<file path="src/rtl/receptor_serial_fifo.sv">
// receptor_serial_fifo: UART receive path (8N1/8E1/8O1) with a two-flop line
// synchroniser, 3-sample majority voting per bit, and a show-ahead FIFO that
// hands good bytes to the consumer through a ler/dado_pronto pop handshake.
//
// state        | meaning
// ESPERA_LINHA | wait for an idle-high line (after reset or after a break)
// OCIOSO       | idle, watching for a start edge
// START        | timing the start bit, rejecting false starts
// DADOS        | receiving 8 data bits, LSB first
// PARIDADE_ST  | receiving the parity bit
// STOP         | checking the stop bit at mid-bit, then store or flag
module receptor_serial_fifo #(
  parameter int CLOCKS_POR_BIT    = 5208,
  parameter int PARIDADE          = 0,
  parameter int PROFUNDIDADE_FIFO = 4
) (
  input  logic       clock,
  input  logic       reset,
  input  logic       entrada_serial,
  input  logic       ler,
  output logic [7:0] dado,
  output logic       dado_pronto,
  output logic       ocupado,
  output logic       erro_quadro,
  output logic       erro_paridade,
  output logic       estouro
);
  localparam int CW = $clog2(CLOCKS_POR_BIT);
  localparam int AW = $clog2(PROFUNDIDADE_FIFO);
  localparam int OW = AW + 1;
  localparam logic [CW-1:0] CNT_FIM = CW'(CLOCKS_POR_BIT - 1);
  localparam logic [CW-1:0] CNT_A   = CW'(CLOCKS_POR_BIT / 2 - 1);
  localparam logic [CW-1:0] CNT_B   = CW'(CLOCKS_POR_BIT / 2);
  localparam logic [CW-1:0] CNT_C   = CW'(CLOCKS_POR_BIT / 2 + 1);
  localparam logic [OW-1:0] CHEIO   = OW'(PROFUNDIDADE_FIFO);

  typedef enum logic [2:0] {
    ESPERA_LINHA, OCIOSO, START, DADOS, PARIDADE_ST, STOP
  } estado_t;

  function automatic logic maj3(input logic a, input logic b, input logic c);
    return (a & b) | (a & c) | (b & c);
  endfunction

  logic          sinc_a, sinc_b, linha;
  logic [1:0]    sinc_ok;
  estado_t       estado;
  logic [CW-1:0] cnt;
  logic [2:0]    amostras;
  logic [2:0]    idx_bit;
  logic [7:0]    captura;
  logic          par_acc, erro_par_pend;
  logic          fim_bit, bit_maj, maj_stop, decisao, escrita;

  logic [7:0]    mem [PROFUNDIDADE_FIFO];
  logic [AW-1:0] ptr_esc, ptr_lei, ptr_lei_prox;
  logic [OW-1:0] ocupacao, ocup_apos_pop, ocup_prox;
  logic          pop, aceita;

  assign linha   = sinc_b;
  assign fim_bit = (cnt == CNT_FIM);
  assign bit_maj = maj3(amostras[2], amostras[1], amostras[0]);
  // The stop decision happens on the third sample's own cycle, so the live
  // line value stands in for the sample not yet shifted in.
  assign maj_stop = maj3(amostras[1], amostras[0], linha);
  assign decisao  = (estado == STOP) && (cnt == CNT_C);
  assign escrita  = decisao && maj_stop && !erro_par_pend;

  // Line synchroniser; sinc_ok keeps ESPERA_LINHA from trusting the forced-high
  // reset value before the real line level has propagated through.
  always_ff @(posedge clock or negedge reset) begin
    if (!reset) begin
      sinc_a  <= 1'b1;
      sinc_b  <= 1'b1;
      sinc_ok <= 2'b00;
    end else begin
      sinc_a  <= entrada_serial;
      sinc_b  <= sinc_a;
      sinc_ok <= {sinc_ok[0], 1'b1};
    end
  end

  // Receiver FSM: bit timing, majority sampling, framing and parity checks
  always_ff @(posedge clock or negedge reset) begin
    if (!reset) begin
      estado        <= ESPERA_LINHA;
      cnt           <= '0;
      amostras      <= '0;
      idx_bit       <= '0;
      captura       <= '0;
      par_acc       <= 1'b0;
      erro_par_pend <= 1'b0;
      ocupado       <= 1'b0;
      erro_quadro   <= 1'b0;
      erro_paridade <= 1'b0;
    end else begin
      erro_quadro   <= 1'b0;
      erro_paridade <= 1'b0;
      ocupado       <= (estado != OCIOSO);
      if (cnt == CNT_A || cnt == CNT_B || cnt == CNT_C)
        amostras <= {amostras[1:0], linha};
      cnt <= fim_bit ? '0 : cnt + 1'b1;
      unique case (estado)
        ESPERA_LINHA: begin
          cnt <= '0;
          if (sinc_ok[1] && linha) begin
            estado  <= OCIOSO;
            ocupado <= 1'b0;
          end
        end
        OCIOSO: begin
          // The transition cycle is count 0; the default increment gives 1 next.
          if (linha) cnt <= '0;
          else begin
            estado  <= START;
            ocupado <= 1'b1;
          end
        end
        START: if (fim_bit) begin
          if (bit_maj) begin
            estado  <= OCIOSO;
            ocupado <= 1'b0;
          end else begin
            estado        <= DADOS;
            idx_bit       <= '0;
            par_acc       <= 1'b0;
            erro_par_pend <= 1'b0;
          end
        end
        DADOS: if (fim_bit) begin
          captura <= {bit_maj, captura[7:1]};
          par_acc <= par_acc ^ bit_maj;
          idx_bit <= idx_bit + 1'b1;
          if (idx_bit == 3'd7) estado <= (PARIDADE != 0) ? PARIDADE_ST : STOP;
        end
        PARIDADE_ST: if (fim_bit) begin
          erro_par_pend <= ((par_acc ^ bit_maj) != (PARIDADE == 2));
          estado        <= STOP;
        end
        STOP: if (decisao) begin
          cnt <= '0;
          if (!maj_stop) begin
            erro_quadro <= 1'b1;
            estado      <= ESPERA_LINHA;
          end else begin
            if (erro_par_pend) erro_paridade <= 1'b1;
            estado  <= OCIOSO;
            ocupado <= 1'b0;
          end
        end
        default: estado <= ESPERA_LINHA;
      endcase
    end
  end

  assign pop           = ler && dado_pronto;
  assign aceita        = escrita && ((ocupacao != CHEIO) || pop);
  assign ptr_lei_prox  = pop ? ptr_lei + 1'b1 : ptr_lei;
  assign ocup_apos_pop = pop ? ocupacao - 1'b1 : ocupacao;
  assign ocup_prox     = aceita ? ocup_apos_pop + 1'b1 : ocup_apos_pop;

  // FIFO storage
  always_ff @(posedge clock) begin
    if (aceita) mem[ptr_esc] <= captura;
  end

  // FIFO pointers, overflow pulse and registered show-ahead head
  always_ff @(posedge clock or negedge reset) begin
    if (!reset) begin
      ptr_esc     <= '0;
      ptr_lei     <= '0;
      ocupacao    <= '0;
      dado        <= '0;
      dado_pronto <= 1'b0;
      estouro     <= 1'b0;
    end else begin
      estouro     <= escrita && !aceita;
      if (aceita) ptr_esc <= ptr_esc + 1'b1;
      ptr_lei     <= ptr_lei_prox;
      ocupacao    <= ocup_prox;
      dado_pronto <= (ocup_prox != '0);
      // When the FIFO is empty apart from the byte landing now, the head is
      // that byte, which is not yet readable from mem.
      if (ocup_prox == '0)          dado <= '0;
      else if (ocup_apos_pop == '0) dado <= captura;
      else                          dado <= mem[ptr_lei_prox];
    end
  end

endmodule

</file>
<file path="config.mk">
export PLATFORM = sky130hd
export DESIGN_NAME = receptor_serial_fifo
export DESIGN_NICKNAME = d
export VERILOG_FILES = /design/src/rtl/receptor_serial_fifo.sv
export SDC_FILE = /design/constraint.sdc
export NUM_CORES = 1
export LEC_CHECK = 0
export CORE_ASPECT_RATIO = 0.7
export CORE_MARGIN = 1
export CORE_UTILIZATION = 54
export DETAILED_ROUTE_END_ITERATION = 10
export PLACE_DENSITY = 0.76
export SLEW_MARGIN = 20
export SYNTH_ARGS = -nofsm -noshare
export SYNTH_HDL_FRONTEND = slang
export SYNTH_SLANG_ARGS = --single-unit
</file>
<file path="constraint.sdc">
create_clock -name clock -period 1.85 [get_ports clock]
set_input_delay 0.185 -clock clock [delete_from_list [all_inputs] [get_ports clock]]
set_output_delay 0.185 -clock clock [all_outputs]
set_load 0.05 [all_outputs]
</file>
=== After elaboration in Yosys (flattened, before gate mapping) ===
Memory sizes are Yosys's and may differ from the RTL's.
Cells that the tools add are included.

* Output and inout bits: 13
* Memory bits (writable): 32
* Memories: 1
* Flip-flop bits (word level): 56

* $add $sub $neg: 6
* Muxes and demuxes: 44
* Reductions and logical operators: 22
* Bitwise operators: 10
* Equal/unequal tests: 20

{| class="wikitable"
|+ Memories
! name !! words !! bits a word !! read ports !! clocked after memory_dff !! wr ports !! line !! source
|-
| mem || 4 || 8 || 1 || 0 || 1 || 55 || <nowiki>logic [7:0] mem [PROFUNDIDADE_FIFO];</nowiki>
|}

{| class="wikitable"
|+ Operators by type and width
! kind !! number
|-
| == test 13 x 12 -> 1 bit (second input constant) || 3
|-
| 2-to-1 mux 13 bit || 3
|-
| case mux 13 bit (3 select lines) || 1
|-
| 2-to-1 mux 3 bit || 12
|-
| 2-to-1 mux 1 bit || 19
|-
| case mux 3 bit (6 select lines) || 1
|-
| 2-to-1 mux 8 bit || 2
|-
| inequality test 2 bit (second input constant) || 8
|-
| adder 13 x 1 -> 13 bit (second input constant) || 1
|-
| == test 13 bit (second input constant) || 1
|-
| == test 3 bit (second input constant) || 3
|-
| zero test 3 bit || 3
|-
| AND reduction 4 bit || 2
|-
| logical AND 1 bit || 7
|-
| AND reduction 7 bit || 1
|-
| adder 3 x 1 -> 3 bit (second input constant) || 2
|-
| == test 3 x 2 -> 1 bit (second input constant) || 2
|-
| case mux 3 bit (2 select lines) || 1
|-
| bitwise AND 1 bit || 5
|-
| adder 2 x 1 -> 2 bit (second input constant) || 2
|-
| 2-to-1 mux 2 bit || 2
|-
| OR 1 bit || 4
|-
| case mux 1 bit (2 select lines) || 2
|-
| case mux 1 bit (4 select lines) || 1
|-
| other kinds (10) || 14
|}

=== Logic depth before layout (Yosys ltp) ===
Gate-level depths: netlist (run 1).

* Depth after elaboration: 9
* Gate-level depth with buffers: 11
* Mapped depth without buffers: 11

=== Least setup slack after synthesis (run 1) ===
Ideal clock, no wire load.

* Path type: register to register
* From: register dado_pronto
* To: register dado[0]
* Stages on the path, launching flop included: 11
* Data arrival time: 2.223 ns
* Buffers on the path: 1
* Period minus slack after synthesis: 2.301 ns
* Slack: -0.451 ns
* Cell sequence: dfrtp_1 -> and2_1 -> buf_2 -> xnor2_1 -> inv_1 -> ha_1 -> xnor3_1 -> nand3_1 -> a21oi_1 -> mux2_4 -> a21oi_1

* Word-level cells in the longest chain between the ends: 6

{| class="wikitable"
|+ Ends and longest elaborated chain
! element !! line !! source
|-
| from (decl) || 22 || <nowiki>output logic dado_pronto,</nowiki>
|-
| from (signal assigned) || 181 || <nowiki>dado_pronto <= (ocup_prox != '0);</nowiki>
|-
| logical AND 1 bit (*) || 156 || <nowiki>assign pop = ler && dado_pronto;</nowiki>
|-
| 2-to-1 mux 3 bit / logical OR 1 bit (equally long branches) || 159, 157 ||
|-
| adder 3 x 1 -> 3 bit / logical AND 1 bit (equally long branches) || 160, 157 ||
|-
| 2-to-1 mux 3 bit || 160 || <nowiki>assign ocup_prox = aceita ? ocup_apos_pop + 1'b1 : ocup_apos_pop;</nowiki>
|-
| zero test 3 bit || 184 || <nowiki>if (ocup_prox == '0) dado <= '0;</nowiki>
|-
| 2-to-1 mux 8 bit (*) || 184 ||
|-
| to (signal assigned) || 185 || <nowiki>else if (ocup_apos_pop == '0) dado <= captura;</nowiki>
|-
| to (signal assigned) || 186 || <nowiki>else dado <= mem[ptr_lei_prox];</nowiki>
|-
| to (decl) || 21 || <nowiki>output logic [7:0] dado,</nowiki>
|}

Mark *: on every way between the ends. The rest lies on a longest branch, timed or not.
A chain may end at the register's enable or synchronous reset.

=== Worst setup path after layout (run 1) ===
* From: register ocupacao[0]
* To: register dado[1]

* Word-level cells in the longest chain between the ends: 6

{| class="wikitable"
|+ Ends and longest elaborated chain
! element !! line !! source
|-
| from (decl) || 57 || <nowiki>logic [OW-1:0] ocupacao, ocup_apos_pop, ocup_prox;</nowiki>
|-
| from (signal assigned) || 180 || <nowiki>ocupacao <= ocup_prox;</nowiki>
|-
| subtractor 3 x 1 -> 3 bit / inequality test 3 bit (equally long branches) || 159, 157 ||
|-
| 2-to-1 mux 3 bit / logical OR 1 bit (equally long branches) || 159, 157 ||
|-
| adder 3 x 1 -> 3 bit / logical AND 1 bit (equally long branches) || 160, 157 ||
|-
| 2-to-1 mux 3 bit || 160 ||
|-
| zero test 3 bit || 184 ||
|-
| 2-to-1 mux 8 bit (*) || 184 ||
|}

Marks and branches as above.

==> summary.json, run 1 <==
{
  "yosys": {
    "synthesis.area_um2": 4130,
    "synthCells": 335,
    "async_flop_share_pct": 63.6,
    "netlist-cell-type-count": 57,
    "synth.area.top_cells": "dfrtp_1 (33%), edfxtp_1 (23%), ha_1 (3.9%), mux2_2 (3.3%), nand2_1 (2.4%)",
    "syn-num-nets": 352,
    "synth_top_flop_cell": "dfrtp_1",
    "synthDominantAreaCellType": "dfrtp_1",
    "synth_largest_type_area_fraction_pct": 32.7,
    "syn-mean-instance-area_um2": 12.3,
    "ys_warn_count": 0,
    "ys_seq_area_share_pct": 57.2,
    "synth-edff-count": 32,
    "synth.ff_latch_count": 88
  },
  "timing": {
    "maxClockFrequency_mhz": 509,
    "finalSetupViolations": 9,
    "tightestPinTransition_ns": 0.539,
    "report.final.slew_viol_count": 0,
    "setup_ws_ns": -0.113,
    "setup_repair_after_global_routing_missed_its_margin": "true",
    "finalCritPeriodShare_pct": 106,
    "timing.final.hold_violations": 0,
    "clock_period_minus_final_worst_setup_slack_ns": 1.96,
    "fin_skew_ns": 0.0108,
    "max_slew_margin_pct": 63.6
  },
  "global_route": {
    "antenna_found_initial": 0,
    "total_overflow_reported_by_the_global_router": 0,
    "global_route_wire_length_before_repair_um": 13000,
    "overall_global_routing_resource_usage_pct": 21.8,
    "pin_count_of_the_biggest_net_entering_global_routing": 33,
    "via_count_of_the_first_global_routing_pass": 2523
  },
  "die": {
    "die-height_um": 75.2,
    "core-area_um2": 7350,
    "floorplan.rows": 26,
    "start_util_pct": 56.2,
    "die-area_um2": 8010,
    "fp.dieW_um": 107,
    "num_io_pins": 17
  },
  "worst_setup_path": {
    "worstSetupPathType": "reg -> reg",
    "crit_path_cell_trace": "inv_2 -> ha_4 -> nor2_2 -> a21oi_2 -> inv_2 -> ha_4 -> xnor3_1 -> nand3_1 -> a21oi_2 -> mux2_4 -> a21oi_2",
    "worst_setup_path_start_kind": "flop",
    "r2r_slack_ns": -0.11,
    "critical_path_peak_fanout": 5,
    "worst_ep_required_time_ns": 2.15,
    "cp_slowest_cell": "dfrtp_2",
    "crit_buf_inv": 2,
    "timing.critical_path.mode_cell": "a21oi_2",
    "crit_path_end_kind": "flop",
    "signal_arrival_time_at_the_worst_endpoint_ns": 2.26,
    "cpLargestDelayFamily": "flip-flops",
    "cpPeakStageDelay_ns": 0.42
  },
  "power": {
    "leakage_nw": 2.19,
    "pwr_density_cell_nw_per_um2": 857,
    "finalPower_mw": 4.31,
    "peakVddDrop_mv": 0.371
  },
  "placement": {
    "hpwl_um": 5540,
    "numPortBuffers": 16,
    "final_estimated_routing_congestion_in_global_placement": 0.824,
    "dpl_cell_area_um2": 4640,
    "detailedPlace.worstSlack_ns": -0.281,
    "placed_cells": 467
  },
  "layout": {
    "fin_nets": 406,
    "insertedDiodeCount": 0,
    "final_area_um2": 5030,
    "utilization_pct": 68.4,
    "fin_cells": 492,
    "areaGrowthSynthToFinish_pct": 21.7,
    "leading_cell_type_in_the_layout_fill_and_taps_excluded": "dfrtp_1",
    "layout.cells.most_common_list": "dfrtp_1 (50), buf_4 (35), edfxtp_1 (32), nand2_1 (26), nor2_1 (20)",
    "proportion_of_layout_cells_with_a_drive_suffix_above_1_pct": 32.0
  },
  "route": {
    "vias_per_cell": 5.57,
    "drt_drc_violations_left": 0,
    "drt-total-wl_um": 8250,
    "drt.antenna.violating_nets": 0,
    "vias_after_detailed_routing": 2740,
    "detail_route.iter0.violations": 121,
    "detailedRoute.firstPassIterationCount": 5,
    "avgRoutedWirePerCell_um": 16.8
  },
  "clocking": {
    "cts_made_buffers": 9,
    "clk_path_buf_depth": 2,
    "clock_latency_ns": 0.36,
    "clk_transition_reported_paths_ns": 0.09,
    "tritoncts": "done",
    "numClockSinks": 88,
    "cts_htree_levels": 3,
    "cts.root.buffer_cell": "clkbuf_8"
  },
  "worst_hold_path": {
    "timing.hold.worst.class": "in -> reg"
  },
  "run_status": {
    "violations_in_the_final_reports": "setup timing",
    "outcome": "finished, violations left"
  },
  "run": {
    "cap_viol_max_count": 0
  }
}
-- cell usage after synthesis (2+ instances only) --
master / count
a211o_2: 6
inv_1: 11
and2_1: 6
buf_6: 3
a211oi_1: 8
and3_2: 3
and3_1: 12
o21ai_0: 8
clkbuf_1: 2
dfstp_2: 2
o41ai_1: 3
mux2i_1: 8
nand2_1: 26
xor2_1: 9
nand3_1: 8
buf_2: 5
a21oi_1: 14
mux2_2: 12
nand2b_1: 3
a21oi_2: 2
and4bb_2: 4
buf_4: 2
dfrtp_1: 54
nor2b_1: 5
xnor2_1: 10
nor2_1: 21
o22ai_1: 3
a22o_1: 3
a211o_1: 2
edfxtp_1: 32
ha_1: 13
nor3_1: 6
nand4_1: 5
-- stage by stage --
step	hold slack, ns	TNS (ns)
final	0.223	-0.866
after CTS	0.217	-1.02
after global routing	0.217	-1.75
after floorplan	-0.111	-2.15
after detailed placement	0.176	-5.77
after global placement	0.167	-4.49
-- logic make-up (layout without fill, tap and decap cells) --
logic type	count (synthesis)	after routing	share of synthesized area (%)
other	1	1	0.0907
adder cells (fa/ha/maj)	14	14	4.18
multiplexers	21	22	5.57
AND/OR/NAND/NOR	108	108	14.5
buffers and inverters	25	83	3.51
flip-flops	88	88	57.2
XOR/XNOR	21	21	4.97
AO/OA/AOI/OAI	57	57	9.99
-- registers in the layout, indices dropped and copies added (netlist names), 2 cells and up --
register / flops
ocupacao: 3
cnt: 13
ptr_lei: 2
sinc_ok: 2
captura: 8
dado: 8
amostras: 3
idx_bit: 3
mem: 32
estado: 3
ptr_esc: 2
-- area by class of cell --
| class | count | area (um2) |
|---|---|---|
| Fill cell | 515 | 2320 |
| Multi-Input combinational cell | 223 | 1770 |
| Timing Repair Buffer | 56 | 512 |
| Clock buffer | 9 | 124 |
| Clock inverter | 7 | 86.3 |
| Tap cell | 98 | 123 |
| Inverter | 11 | 41.3 |
| Sequential cell | 88 | 2370 |
-- power breakdown --
| part | total, mW | internal, mW | switching [mW] |
|---|---|---|---|
| Sequential | 2.16 | 2.09 | 0.0674 |
| Combinational | 0.774 | 0.360 | 0.414 |
| Clock | 1.38 | 0.654 | 0.727 |
| Total | 4.31 | 3.10 | 1.21 |
-- final timing paths --
kind                            cells past startpoint      startpoint          to
worst max-delay path                               11     ocupacao[0]     dado[1]
worst min-delay path                                1  entrada_serial      sinc_a
worst max register to register                     11     ocupacao[0]     dado[1]
worst min register to register                      0      sinc_ok[0]  sinc_ok[1]
max in group asynchronous                           4           reset  captura[2]
min in group asynchronous                           2           reset  ptr_lei[1]
-- per-layer routing --
metal / vias to the layer above / global-route usage (%) / share of wire, %
met2: 62 / 30.2 / 44
met3: 11 / 5.28 / 4.4
met1: 1359 / 33.3 / 51
li1: 1308 / - / -
met5: - / 0 / 0
met4: 0 / 7.46 / 1.4
-- what timing repair did --
action,CTS,global route
setup buffers,2,4
hold buffers,1,0
gates resized for setup,9,15
endpoints found under the hold margin,18,0
pin swaps,1,2
endpoints found under the setup margin,18,42
cloned,1,1
No activity file was read; power rests on OpenSTA's default activity.
==> inputs of run 2 (changes only) <==
--- a/config.mk
+++ b/config.mk
@@ -7,9 +7,9 @@
 export LEC_CHECK = 0
 export CORE_ASPECT_RATIO = 0.7
 export CORE_MARGIN = 1
-export CORE_UTILIZATION = 54
+export CORE_UTILIZATION = 60
 export DETAILED_ROUTE_END_ITERATION = 10
-export PLACE_DENSITY = 0.76
+export PLACE_DENSITY = 0.8
 export SLEW_MARGIN = 20
 export SYNTH_ARGS = -nofsm -noshare
 export SYNTH_HDL_FRONTEND = slang
==> constraint.sdc (replaced) <==
create_clock -name clock -period 2.1 [get_ports clock]
set_input_delay 0.21 -clock clock [delete_from_list [all_inputs] [get_ports clock]]
set_output_delay 0.21 -clock clock [all_outputs]
set_load 0.05 [all_outputs]
==> run 2 against run 1 <==
Against the previous run:
- the flow now finishes without violations
- cell area down 3.3%
- critical path depth decreased by 1
- global-route usage is 3.8 points higher
- combinational power fell by 38%
- clock-buffer cell count rose by 1
- cell count fell by 3.3%
- via count grew 2.0%
==> summary.json, run 2 (synthesis results as in run 1) <==
{
  "run_status": {
    "outcome": "finished, final reports clean"
  },
  "route": {
    "vias_after_detailed_routing": 2794,
    "dr.max_layer_used": "met4",
    "vias_per_cell": 5.87,
    "avgRoutedWirePerCell_um": 17.6,
    "drt-total-wl_um": 8390,
    "wl_met3_um": 642,
    "drt_drc_violations_left": 0,
    "met2WireLength_um": 3700,
    "drt.antenna.violating_nets": 0,
    "detailedRoute.firstPassIterationCount": 6,
    "detail_route.iter0.violations": 222,
    "detail_route.wirelength.met1_um": 3900
  },
  "timing": {
    "tightestPinTransition_ns": 0.704,
    "clock_period_minus_final_worst_setup_slack_ns": 2.08,
    "fin_skew_ns": 0.0122,
    "report.final.slew_viol_count": 0,
    "timing.final.hold_violations": 0,
    "max_slew_margin_pct": 53.0,
    "finalSetupTns_ns": 0,
    "maxClockFrequency_mhz": 481,
    "finalCritPeriodShare_pct": 98.9,
    "finalSetupViolations": 0,
    "hold-worst-slack_ns": 0.256
  },
  "global_route": {
    "total_overflow_reported_by_the_global_router": 0,
    "global_route_wire_length_before_repair_um": 13600,
    "antenna_found_initial": 0,
    "via_count_of_the_first_global_routing_pass": 2751,
    "overall_global_routing_resource_usage_pct": 25.5,
    "pin_count_of_the_biggest_net_entering_global_routing": 57
  },
  "placement": {
    "final_estimated_routing_congestion_in_global_placement": 0.840,
    "numPortBuffers": 16,
    "hpwl_um": 5670
  },
  "power": {
    "pwr_density_cell_nw_per_um2": 743,
    "peakVddDrop_mv": 0.750,
    "leakage_nw": 2.14
  },
  "layout": {
    "insertedDiodeCount": 0,
    "layout.cells.most_common_list": "dfrtp_1 (53), edfxtp_1 (32), buf_4 (27), nand2_1 (26), nor2_1 (20)",
    "areaGrowthSynthToFinish_pct": 17.6,
    "proportion_of_layout_cells_with_a_drive_suffix_above_1_pct": 26.5,
    "fin_nets": 397,
    "top_register": "mem",
    "top_regs": "mem (32), cnt (13)",
    "leading_cell_type_in_the_layout_fill_and_taps_excluded": "dfrtp_1",
    "utilization_pct": 75.6,
    "n_fill_cell": 423,
    "largest_register_ffs": 32
  },
  "worst_setup_path": {
    "worst_setup_path_start_kind": "flop",
    "worst_ep_required_time_ns": 2.34,
    "worstSetupPathType": "reg -> reg",
    "crit_path_end_kind": "flop",
    "critical_path_peak_fanout": 5,
    "signal_arrival_time_at_the_worst_endpoint_ns": 2.32
  },
  "clocking": {
    "clk_path_buf_depth": 2,
    "tritoncts": "done",
    "clk_transition_reported_paths_ns": 0.09,
    "cts.root.buffer_cell": "clkbuf_8",
    "cts_made_buffers": 9,
    "clock_latency_ns": 0.36,
    "cts_htree_levels": 3,
    "numClockSinks": 88
  },
  "die": {
    "core-area_um2": 6430,
    "die-area_um2": 7230,
    "floorplan.rows": 24,
    "start_util_pct": 64.3,
    "num_io_pins": 17,
    "die-height_um": 71.4,
    "fp.dieW_um": 101
  },
  "worst_hold_path": {
    "timing.hold.worst.class": "in -> reg"
  },
  "run": {
    "cap_viol_max_count": 0
  }
}
[run 2: cell count changes in the layout (fill, tap and decap cells not counted), sizes merged]
cell / before / now
buf: 39 / 31
clkdlybuf4s50: 14 / 15
clkinvlp: 1 / 0
dlygate4sd2: 1 / 0
[run 2: path summary, 6_finish.rpt]
path,startpoint,to,slack [ns],cells after the start
max,ocupacao[0],dado[4],0.02,10
min,entrada_serial,sinc_a,0.26,1
max reg2reg,ocupacao[0],dado[4],0.02,10
min reg2reg,sinc_ok[0],sinc_ok[1],0.35,0
max in group asynchronous,reset,dado_pronto,1.08,3
min in group asynchronous,reset,amostras[0],0.51,3
[run 2: layer usage]
layer | vias up | GRT usage [%]
met5 | - | 0
met4 | 0 | 8.53
met3 | 17 | 6.34
met2 | 120 | 37.1
met1 | 1366 | 38.0
li1 | 1291 | -
[run 2: metrics by stage]
step,cell area (um2),power [mW],std cells,worst slack (ns)
after floorplan,4160,2.27,335,0.00483
after global placement,4560,2.40,455,-0.0889
after detailed placement,4560,2.41,455,-0.178
after CTS,4810,3.62,475,0.0219
after global routing,4860,3.76,476,-0.0381
final,4860,3.61,476,0.0227
[run 2: area by class of cell]
type	instances	area, um2	area share (%)
clock buffers	10	138	2.83
inverters	11	41.3	0.849
multi-input cells	223	1700	35.0
flip-flops and latches	88	2370	48.7
clock inverters	6	72.6	1.49
well taps	91	114	2.34
repair buffers	47	428	8.80
[run 2: where the power goes]
| group | leakage (nW) | total [mW] | internal (mW) | switching, mW |
|---|---|---|---|---|
| Clock | 0.110 | 1.22 | 0.601 | 0.620 |
| Combinational | 0.914 | 0.479 | 0.186 | 0.294 |
| Sequential | 1.12 | 1.91 | 1.84 | 0.0725 |
| Total | 2.14 | 3.61 | 2.62 | 0.986 |
[run 2: worst max-delay path: stages, from the launching register on]
cell,delay [ns]
dfrtp_1,0.39
buf_4,0.14
buf_4,0.15
xnor2_4,0.20
inv_1,0.07
ha_2,0.21
xnor3_1,0.23
nand3_2,0.09
a21oi_2,0.19
mux2_4,0.24
a21oi_1,0.05
[run 2: repair_timing]
action,in CTS,in global routing
hold buffers,1,0
pin swaps,0,3
resized for setup,1,13
gates cloned,1,0
endpoints found under the hold margin,10,0
endpoints found under the setup margin,5,9
setup buffers,2,1
